**config.mk**
```make
export PLATFORM = sky130hd
export DESIGN_NAME = mc_controller
export DESIGN_NICKNAME = d
export VERILOG_FILES = /design/src/rtl/mc_pkg.sv /design/src/rtl/mc_controller_outdec.sv /design/src/rtl/mc_controller.sv
export SDC_FILE = /design/constraint.sdc
export NUM_CORES = 1
export LEC_CHECK = 0
export CAP_MARGIN = 30
export CORE_ASPECT_RATIO = 0.75
export CORE_MARGIN = 2
export CORE_UTILIZATION = 25
export DETAILED_ROUTE_END_ITERATION = 16
export PLACE_DENSITY_LB_ADDON = 0.12
export SLEW_MARGIN = 30
export SYNTH_ARGS = -nofsm -noshare
export SYNTH_HDL_FRONTEND = slang
export SYNTH_SLANG_ARGS = --single-unit
export TNS_END_PERCENT = 5
```
**constraint.sdc**
```tcl
create_clock -name clk -period 3.4 [get_ports clk]
set_input_delay 0.68 -clock clk [delete_from_list [all_inputs] [get_ports clk]]
set_output_delay 0.68 -clock clk [all_outputs]
set_load 0.1 [all_outputs]
```
**src/rtl/mc_pkg.sv**
```systemverilog
// mc_pkg: opcodes, FSM states, select encodings and control word for the multicycle MIPS controller
package mc_pkg;
  localparam logic [5:0] OP_RTYPE = 6'b000000;
  localparam logic [5:0] OP_LW    = 6'b100011;
  localparam logic [5:0] OP_SW    = 6'b101011;
  localparam logic [5:0] OP_BEQ   = 6'b000100;
  localparam logic [5:0] OP_ADDI  = 6'b001000;
  localparam logic [5:0] OP_J     = 6'b000010;
  localparam logic [5:0] OP_XORI  = 6'b001110;
  localparam logic [5:0] OP_LUI   = 6'b001111;
  localparam logic [5:0] OP_BGTZ  = 6'b000111;
  localparam logic [5:0] OP_LI    = 6'b010001;

  typedef enum logic [3:0] {
    FETCH, DECODE, MEMADR, MEMRD, MEMWB, MEMWR, RTYPEEX,
    ALUWB, IEX, IWB, BRANCH, JUMP, TRAP
  } state_t;

  localparam logic [1:0] SRCB_REGB  = 2'b00;
  localparam logic [1:0] SRCB_FOUR  = 2'b01;
  localparam logic [1:0] SRCB_IMM   = 2'b10;
  localparam logic [1:0] SRCB_IMMSH = 2'b11;

  localparam logic [1:0] PCSRC_ALU    = 2'b00;
  localparam logic [1:0] PCSRC_ALUOUT = 2'b01;
  localparam logic [1:0] PCSRC_JUMP   = 2'b10;

  localparam logic [1:0] ALUOP_ADD   = 2'b00;
  localparam logic [1:0] ALUOP_SUB   = 2'b01;
  localparam logic [1:0] ALUOP_FUNCT = 2'b10;
  localparam logic [1:0] ALUOP_OP    = 2'b11;

  localparam logic [1:0] IMM_SIGN = 2'b00;
  localparam logic [1:0] IMM_ZERO = 2'b01;
  localparam logic [1:0] IMM_LUI  = 2'b10;

  typedef struct packed {
    logic       iord;
    logic       irwrite;
    logic       pcwrite;
    logic       memwrite;
    logic       regwrite;
    logic       regdst;
    logic       memtoreg;
    logic       alusrca;
    logic [1:0] alusrcb;
    logic [1:0] pcsrc;
    logic [1:0] aluop;
    logic [1:0] immext;
    logic       branch;
    logic       brtype;
  } ctrl_t;
endpackage

```
**src/rtl/mc_controller_outdec.sv**
```systemverilog
// mc_outdec: Moore output decoder from FSM state (and op for IEX/BRANCH) to the control word
module mc_outdec
  import mc_pkg::*;
(
  input  state_t      state,
  input  logic [5:0]  op,
  output ctrl_t       ctrl
);
  // one control word per state; anything not set stays 0 (TRAP included)
  always_comb begin
    ctrl = '0;
    case (state)
      FETCH: begin
        ctrl.irwrite = 1'b1;
        ctrl.pcwrite = 1'b1;
        ctrl.alusrcb = SRCB_FOUR;
      end
      DECODE: begin
        ctrl.alusrcb = SRCB_IMMSH;
        ctrl.aluop   = ALUOP_ADD;
      end
      MEMADR: begin
        ctrl.alusrca = 1'b1;
        ctrl.alusrcb = SRCB_IMM;
      end
      MEMRD: ctrl.iord = 1'b1;
      MEMWB: begin
        ctrl.memtoreg = 1'b1;
        ctrl.regwrite = 1'b1;
      end
      MEMWR: begin
        ctrl.iord     = 1'b1;
        ctrl.memwrite = 1'b1;
      end
      RTYPEEX: begin
        ctrl.alusrca = 1'b1;
        ctrl.aluop   = ALUOP_FUNCT;
      end
      ALUWB: begin
        ctrl.regdst   = 1'b1;
        ctrl.regwrite = 1'b1;
      end
      IEX: begin
        ctrl.alusrca = 1'b1;
        ctrl.alusrcb = SRCB_IMM;
        ctrl.aluop   = (op == OP_ADDI) ? ALUOP_ADD : ALUOP_OP;
        ctrl.immext  = (op == OP_XORI) ? IMM_ZERO : (op == OP_LUI) ? IMM_LUI : IMM_SIGN;
      end
      IWB: ctrl.regwrite = 1'b1;
      BRANCH: begin
        ctrl.alusrca = 1'b1;
        ctrl.aluop   = ALUOP_SUB;
        ctrl.pcsrc   = PCSRC_ALUOUT;
        ctrl.branch  = 1'b1;
        ctrl.brtype  = (op == OP_BGTZ);
      end
      JUMP: begin
        ctrl.pcsrc   = PCSRC_JUMP;
        ctrl.pcwrite = 1'b1;
      end
      default: ;
    endcase
  end
endmodule

```
**src/rtl/mc_controller.sv**
```systemverilog
// mc_controller: multicycle MIPS control FSM; define MC_CTRL_MEMWAIT_EN to stall memory states on memready
module mc_controller
  import mc_pkg::*;
(
  input  logic       clk,
  input  logic       reset,
  input  logic [5:0] op,
  input  logic       memready,
  output logic       iord,
  output logic       irwrite,
  output logic       pcwrite,
  output logic       memwrite,
  output logic       regwrite,
  output logic       regdst,
  output logic       memtoreg,
  output logic       alusrca,
  output logic [1:0] alusrcb,
  output logic [1:0] pcsrc,
  output logic [1:0] aluop,
  output logic [1:0] immext,
  output logic       branch,
  output logic       brtype,
  output logic       illegal
);
  state_t state, state_nx;
  ctrl_t  ctrl;
  logic   mem_ok;
  logic   illegal_q;

`ifdef MC_CTRL_MEMWAIT_EN
  assign mem_ok = memready;
`else
  logic unused_memready;
  assign unused_memready = memready;
  assign mem_ok = 1'b1;
`endif

  mc_outdec u_outdec (
    .state (state),
    .op    (op),
    .ctrl  (ctrl)
  );

  // next state; memory states advance only when the access completes
  always_comb begin
    state_nx = state;
    case (state)
      FETCH:   state_nx = mem_ok ? DECODE : FETCH;
      DECODE:  state_nx = (op == OP_LW || op == OP_SW) ? MEMADR :
                          (op == OP_RTYPE) ? RTYPEEX :
                          (op == OP_ADDI || op == OP_XORI || op == OP_LUI || op == OP_LI) ? IEX :
                          (op == OP_BEQ || op == OP_BGTZ) ? BRANCH :
                          (op == OP_J) ? JUMP : TRAP;
      MEMADR:  state_nx = (op == OP_LW) ? MEMRD : MEMWR;
      MEMRD:   state_nx = mem_ok ? MEMWB : MEMRD;
      MEMWR:   state_nx = mem_ok ? FETCH : MEMWR;
      RTYPEEX: state_nx = ALUWB;
      IEX:     state_nx = IWB;
      TRAP:    state_nx = TRAP;
      default: state_nx = FETCH;
    endcase
  end

  // state register and sticky illegal flag, both cleared asynchronously by reset
  always_ff @(posedge clk or negedge reset) begin
    if (!reset) begin
      state     <= FETCH;
      illegal_q <= 1'b0;
    end else begin
      state     <= state_nx;
      illegal_q <= illegal_q | (state_nx == TRAP);
    end
  end

  // write enables are masked while reset is held so nothing commits during reset;
  // fetch writes wait for the memory to deliver the instruction
  assign irwrite  = ctrl.irwrite & reset & mem_ok;
  assign pcwrite  = ctrl.pcwrite & reset & ((state != FETCH) | mem_ok);
  assign memwrite = ctrl.memwrite & reset;
  assign regwrite = ctrl.regwrite & reset;
  assign iord     = ctrl.iord;
  assign regdst   = ctrl.regdst;
  assign memtoreg = ctrl.memtoreg;
  assign alusrca  = ctrl.alusrca;
  assign alusrcb  = ctrl.alusrcb;
  assign pcsrc    = ctrl.pcsrc;
  assign aluop    = ctrl.aluop;
  assign immext   = ctrl.immext;
  assign branch   = ctrl.branch;
  assign brtype   = ctrl.brtype;
  assign illegal  = illegal_q;
endmodule

```
; ---- Word level (Yosys, flattened, before mapping)
; Cells that the tools add are included.
[word_totals]
latch_bits = 0
register_bits = 5
memories = 0
rom_bits = 0
ram_bits = 0
[classes]
n_mux = 23
shifts = 0
n_reduce_logical = 12
n_div = 0
n_bitwise = 5
order_cmp = 0
eq_ne = 22
mul = 0
addsub = 0
[op_table]
columns = cell, count
row1 = case mux 4 bit (7 select lines), 1
row2 = "== test 4 bit, second input constant", 6
row3 = "== test 6 x 4 -> 1 bit, second input constant", 3
row4 = "== test 4 x 3 -> 1 bit, second input constant", 4
row5 = "== test 6 x 3 -> 1 bit, second input constant", 2
row6 = "== test 6 bit, second input constant", 2
row7 = 2-to-1 mux 3 bit, 4
row8 = case mux 2 bit (3 select lines), 2
row9 = 2-to-1 mux 2 bit, 5
row10 = "== test 4 x 2 -> 1 bit, second input constant", 2
row11 = 2-to-1 mux 1 bit, 8
row12 = 2-to-1 mux 4 bit, 2
row13 = "== test 6 x 2 -> 1 bit, second input constant", 1
row14 = "== test 6 x 5 -> 1 bit, second input constant", 1
row15 = zero test 6 bit, 1
row16 = OR reduction 2 bit, 3
row17 = logical OR 1 bit, 5
row18 = AND 1 bit, 4
row19 = "== test 4 x 1 -> 1 bit, second input constant", 1
row20 = zero test 4 bit, 1
row21 = case mux 2 bit (2 select lines), 1
row22 = OR reduction 4 bit, 1
row23 = OR reduction 3 bit, 1
row24 = bitwise OR 1 bit, 1

; ---- Logic depth before layout (Yosys ltp)
; Gate-level depths: netlist (run 1).
[depth]
word_depth = 10
depth_mapped = 6
ltp_nobuf = 5

; ---- Cells and area by module
; A second synthesis (run 1) with hierarchy kept.
[hier_totals]
cells_unflattened = 103
area_unflattened_um2 = 770.7
[modules_own_cells]
columns = mod, cells_per_inst, instances, area_per_inst_um2
row1 = mc_controller, 60, 1, 459.2
row2 = mc_outdec, 43, 1, 311.5

; ---- Worst setup path before layout (run 1)
; OpenSTA, ideal clock, no wires.
[synth_timing]
kind = input -> output
from = in op[5]
to = out immext[0]
setup_slack_ps = -1097
arrival_ps = 3817
stages = 3
required_time_ps = 2720
n_path_buf = 0
cell_sequence = nor2_1 -> nand3_1 -> nor4_1
[synth_between]
elab_chain_len = 3
[synth_lines]
columns = item, line
row1 = start: declaration, mc_controller.sv:7  ; input logic [5:0] op,
row2 = == test 6 x 4 -> 1 bit, mc_controller_outdec.sv:47  ; ctrl.immext = (op == OP_XORI) ? IMM_ZERO : (op == OP_LUI) ? IMM_LUI : IMM_SIGN;
row3 = 2-to-1 mux 2 bit, mc_controller_outdec.sv:47
row4 = 2-to-1 mux 2 bit, mc_controller_outdec.sv:12  ; case (state)
row5 = end: declaration, mc_controller.sv:20  ; output logic [1:0] immext,
; No other way between the ends.

; ---- Worst setup path after layout (run 1)
[layout_timing]
from = in op[5]
to = out brtype
[layout_between]
elab_chain_len = 2
[layout_lines]
columns = item, line
row1 = == test 6 x 3 -> 1 bit, mc_controller_outdec.sv:55  ; ctrl.brtype = (op == OP_BGTZ);
row2 = 2-to-1 mux 2 bit, mc_controller_outdec.sv:12
row3 = end: declaration, mc_controller.sv:22  ; output logic brtype,
; No other way between the ends.

==> results.md, run 1 <==
* Leading area contributor after synthesis: dfrtp_1
* Initial antenna violation count at 0
* First-pass GRT wire length at 2.96 mm
* Hpwl dp at 1.42 mm
* Top-Level Pins at 28
* Mapped cell area at 666 sq um
* Syn Area/Cell at 7.24 sq um
* Total global routing overflow at 0
* DP Area at 982 sq um
* Starting density of the core at 26.0%
* Final nets at 126
* CTS tree: yes
* R2R cell count at 5
* Unrepaired setup endpoints after global routing: no
* Largest net degree at the start of global routing at 22
* Total Wirelength at 1.81 mm
* Crit Path Class: input pin to output pin
* Min Tclk post-route at 3.16 ns
* Fin. Hold Viols at 0
* Antenna cells at 0
* Synthesis Warnings at 0
* EDFF count, synth at 0
* Via count at 754
* Startpoint types: input pin
* Num CTS Buffers at 3
* IO Port Bufs at 26
* Sequential fraction of the synthesis area at 18.8%
* Per-cell routed wire length at 11.9 microns
* Worst r2r src: state[1]$_DFF_PN0_
* R2R Path End: illegal$_DFF_PN0_
* Max-slew headroom at 56.7%
* Die width at 63.6 microns
* Die area at 3100 sq um
* Core area at 2560 sq um
* # Max-Cap Violations at 0
* Period utilization at 93.1%
* FFs w/ async S/R, synth at 100%
* Critical Path End Type: output pin
* Hold WC Path Type: register to register
* Max Freq at 316 MHz
* Worst-margin pin slew at 0.649 ns
* Top delay family on crit path: simple AND/OR/NAND/NOR gates
* Hold Path Depth at 1
* WP buf/inv at 2
* DRC viols at 0
* Setup TNS Final at 0 ns
* Max incr delay on CP at 0.50 ns
* Share of layout cells above drive strength 1 at 29.3%
* Final Wtd Congestion at 0.729
* CTS Buffer Depth at 2
* Outcome: finished, final reports clean
* Worst path required time at 2.72 ns
* Post-CTS sizing at 0
* #FFs+latches synth at 5
* Antenna Nets Post-Route at 0
* Count leader, synth: nor2_1
* Crit path DAT at 2.48 ns
* Area delta synth->final at 51.7%
* Leakage at 0.437 nW
* Max Fanout on Critical Path at 6
* CTS Root Cell: clkbuf_4
* Ranking of synthesized cells by area: dfrtp_1 19%, nor2_1 6.8%, nand2b_1 4.7%, nor3_1 3.8%, o21ai_0 3.8%
* Cell Pwr Density at 948 nW/um^2
* Gate Count Post-Synth at 92
* Clk_lat worst skew at 0.24 ns
* R2r setup slk at 1.66 ns
* DR vias/cell at 4.96
* Hold_buf cts at 0
* Fin Hold WS at 0.475 ns
* GRT Util Overall at 11.8%
* Chip height at 48.7 microns
* Vias in the first global route at 637
* CP max-delay cell: clkdlybuf4s50_1
* Synthesized net count at 101
* Yosys top cell area share at 18.8%
* Worst Skew at 0.00380 ns
* DRT iter0 DRCs at 20
* Yosys cell types at 43
* Slew Limit Fails at 0
* HP Start: illegal$_DFF_PN0_
* Post CTS Setup Buffer Count at 0
* H-tree depth at 1
* Post-synth top flop: dfrtp_1
* Drt pass-1 iters at 4
* Clock transition at path regs at 0.05 ns
* Hold EP: illegal$_DFF_PN0_
* Commonest cells post-synth: 12 x nor2_1, 6 x nand2_1
* Row cnt at 16
* Post-Layout Inst Area at 1010 sq um
* Critical-path cell list: clkdlybuf4s50_1 -> nor2_1 -> nand3_1 -> or2_2 -> nor3b_1 -> buf_12
* Total clock sinks at 5
* Final setup vio count at 0
* Max VDD drop at 0.000405 V
## cell usage in the layout, fill, tap and decap left out, types with 2 or more instances in the layout
cell | Yosys | layout
xor2_1 | 2 | 2
buf_4 | 3 | 14
nand3_1 | 2 | 2
inv_1 | 3 | 3
clkbuf_4 | 0 | 3
xnor2_1 | 2 | 2
o22ai_1 | 2 | 2
and2_1 | 2 | 2
a21oi_1 | 4 | 4
nor3_1 | 5 | 5
nand2_1 | 6 | 6
o21ai_0 | 5 | 5
buf_12 | 0 | 8
dfrtp_1 | 5 | 5
clkdlybuf4s50_1 | 0 | 7
nor2b_1 | 2 | 2
nor2_1 | 12 | 12
nand2b_1 | 5 | 5
## layout make-up
type	count	area, sq um
well taps	36	45.0
inverters	3	11.3
fillers	293	1550
multi-input cells	75	465
repair buffers	29	335
flip-flops and latches	5	125
clock buffers	3	22.5
clock inverters	1	5.00
## logic make-up (layout without fill, tap and decap cells)
kind of cell	Yosys count	in the layout	share of synthesized area (%)
buf+inv	12	36	12.2
xor+xnor	4	4	5.26
compound gates	24	24	24.1
mux	1	1	1.50
flops	5	5	18.8
simple gates	46	46	38.2
## through the flow
stage,setup WS [ns],power (mW),utilization [%],instances
3_3_place_gp,0.273,0.890,38.3,148
3_5_place_dp,0.258,0.892,38.3,148
4_1_cts,0.257,0.965,39.4,152
2_1_floorplan,-0.884,0.716,-,92
5_1_grt,0.0995,1.01,39.4,152
6_report,0.235,0.957,39.4,152
## routing by layer
| layer | vias to the layer above | wire (microns) | global-route usage, % |
|---|---|---|---|
| met2 | 18 | 780 | 15.4 |
| met4 | 0 | 0 | 3.26 |
| li1 | 379 | - | - |
| met3 | 0 | 82 | 3.49 |
| met5 | - | 0 | 0 |
| met1 | 357 | 944 | 18.3 |
## flip-flops by register name, indices dropped and copies added (netlist names)
name and cells:
state 4, illegal 1
## how the worst max path moves through the flow
stage | startpoint | to | slack (ns) | depth (start not counted)
global placement | op[5] | brtype | 0.27 | 6
global route | op[5] | brtype | 0.1 | 6
CTS | op[5] | brtype | 0.26 | 6
finish | op[5] | brtype | 0.24 | 6
floorplan | state[3]$_DFF_PN0_ | pcwrite | -0.88 | 5
detailed placement | op[5] | brtype | 0.26 | 6
## where the power goes
part	switching (mW)	internal (mW)	total, mW
logic	0.535	0.214	0.750
clock network	0.0263	0.0426	0.0689
registers	0.0620	0.0767	0.139
total	0.624	0.334	0.957
(Power assumes the default switching activity.)
==> inputs of run 2 (changes only) <==
Settings changed: CORE_UTILIZATION 25 to 35, CTS_CLUSTER_SIZE set to 14.
==> run 2 against run 1 <==
Register-to-register slack better by 0.02 ns. Die area down 27%. Worst setup slack better by 0.051 ns. First-iteration DRC count up 30%. Non-clock buffer count unchanged. Final area down 3.1%. Wire length down 7.2%. Largest cell class unchanged. Highest routed layer unchanged.
==> results.md, run 2 (synthesis results as in run 1) <==
* Max Freq at 321 MHz
* Post-CTS sizing at 0
* H-tree depth at 1
* Drt pass-1 iters at 4
* Worst Skew at 0.00203 ns
* Area delta synth->final at 47.0%
* DRC viols at 0
* Max VDD drop at 0.000598 V
* Period utilization at 91.6%
* CTS Root Cell: clkbuf_4
* Crit Path Class: input pin to output pin
* Filler cells at 176
* Sequential share of power at 14.6%
* Hpwl dp at 1.27 mm
* Most frequent cells in the layout: 15 x buf_4, 12 x nor2_1, 7 x clkdlybuf4s50_1, 7 x buf_12, 6 x nand2_1
* Min Tclk post-route at 3.11 ns
* CTS tree: yes
* Worst path required time at 2.72 ns
* Setup ws final at 0.287 ns
* Fin. Hold Viols at 0
* IO Port Bufs at 26
* Outcome: finished, final reports clean
* Cell Pwr Density at 971 nW/um^2
* Die width at 54.4 microns
* # Max-Cap Violations at 0
* Clock Power Share at 7.1%
* Hold WC Path Type: register to register
* Most common cell after layout, fill and taps aside: buf_4
* Antenna Nets Post-Route at 0
* Share of layout cells above drive strength 1 at 28.4%
* Final Wtd Congestion at 0.746
* Final setup vio count at 0
* Hold_buf cts at 0
* Fin Hold WS at 0.462 ns
* Clock transition at path regs at 0.04 ns
* Total clock sinks at 5
* Via count at 743
* Max reg flops at 4
* Setup TNS Final at 0 ns
* Total Wirelength at 1.68 mm
* Max-slew headroom at 58.5%
* Max Fanout on Critical Path at 6
* Top-Level Pins at 28
* Most flops, register: state
* Slew Limit Fails at 0
* Final nets at 126
* Critical Path End Type: output pin
* First-pass GRT wire length at 2.77 mm
* Startpoint types: input pin
* GRT Util Overall at 15.7%
* DRT iter0 DRCs at 26
* Row cnt at 13
* DR vias/cell at 5.38
* Vias in the first global route at 623
* CTS Buffer Depth at 2
* Gate power share at 78.3%
* Worst-margin pin slew at 0.622 ns
* Largest net degree at the start of global routing at 22
* Die area at 2270 sq um
* Clk_lat worst skew at 0.24 ns
* Int Power at 333 uW
* Post CTS Setup Buffer Count at 0
* Leakage at 0.432 nW
* Setup WS pre-CTS at 0.295 ns
* Core Util, Final at 55.7%
* Switching share of power at 65.0%
* Core area at 1760 sq um
* Antenna cells at 0
* Chip height at 41.8 microns
* Unrepaired setup endpoints after global routing: no
* Total global routing overflow at 0
* Crit path DAT at 2.43 ns
* Starting density of the core at 37.9%
* Initial antenna violation count at 0
* Num CTS Buffers at 3
* Per-cell routed wire length at 12.2 microns
* Psw at 617 uW
[run 2: cell count changes in the layout (fill, tap and decap cells not counted), sizes merged]
| cell | previous run | this run |
|---|---|---|
| clkbuf | 3 | 4 |
| clkinv | 1 | 0 |
[run 2: routing by layer]
| metal | vias to the layer above | GRT usage, % | wire length (microns) |
|---|---|---|---|
| met4 | 0 | 3.00 | 0 |
| met5 | - | 0 | 0 |
| met3 | 0 | 2.16 | 94 |
| met2 | 25 | 20.2 | 704 |
| li1 | 379 | - | - |
| met1 | 339 | 26.6 | 878 |
[run 2: layout make-up]
| type | instances | area, sq um | area share, % |
|---|---|---|---|
| Multi-Input combinational cell | 75 | 465 | 47.6 |
| Timing Repair Buffer | 29 | 323 | 33.0 |
| Sequential cell | 5 | 125 | 12.8 |
| Tap cell | 22 | 27.5 | 2.81 |
| Clock buffer | 4 | 26.3 | 2.69 |
| Inverter | 3 | 11.3 | 1.15 |
[run 2: critical path: stages]
cell             delay, ns
clkdlybuf4s50_1       0.49
nor2_1                0.25
nand3_1               0.14
or2_2                 0.30
nor3b_1               0.35
buf_12                0.22
[run 2: worst paths after layout]
check	endpoint	from	cells past startpoint	slack, ns
max	brtype	op[5]	6	0.29
max in group asynchronous	illegal$_DFF_PN0_	reset	2	2.52
min reg2reg	illegal$_DFF_PN0_	illegal$_DFF_PN0_	1	0.46
min in group asynchronous	state[0]$_DFF_PN0_	reset	2	0.76
max reg2reg	illegal$_DFF_PN0_	state[1]$_DFF_PN0_	4	1.68
min	illegal$_DFF_PN0_	illegal$_DFF_PN0_	1	0.46
[run 2: power groups by stage]
| stage | combinational [mW] | sequential (mW) | clock [mW] |
|---|---|---|---|
| finish | 0.744 | 0.138 | 0.0678 |
| global route | 0.776 | 0.147 | 0.0752 |
| CTS | 0.747 | 0.138 | 0.0715 |
| detailed placement | 0.747 | 0.139 | 0 |
| global placement | 0.743 | 0.137 | 0 |
| floorplan | 0.624 | 0.0921 | 0 |
[run 2: stage by stage]
| step | power [mW] | cell area [sq um] | std cells |
|---|---|---|---|
| 2_1_floorplan | 0.716 | 672 | 92 |
| 3_3_place_gp | 0.879 | 952 | 134 |
| 5_1_grt | 0.998 | 978 | 138 |
| 6_report | 0.950 | 978 | 138 |
| 4_1_cts | 0.957 | 978 | 138 |
| 3_5_place_dp | 0.886 | 952 | 134 |
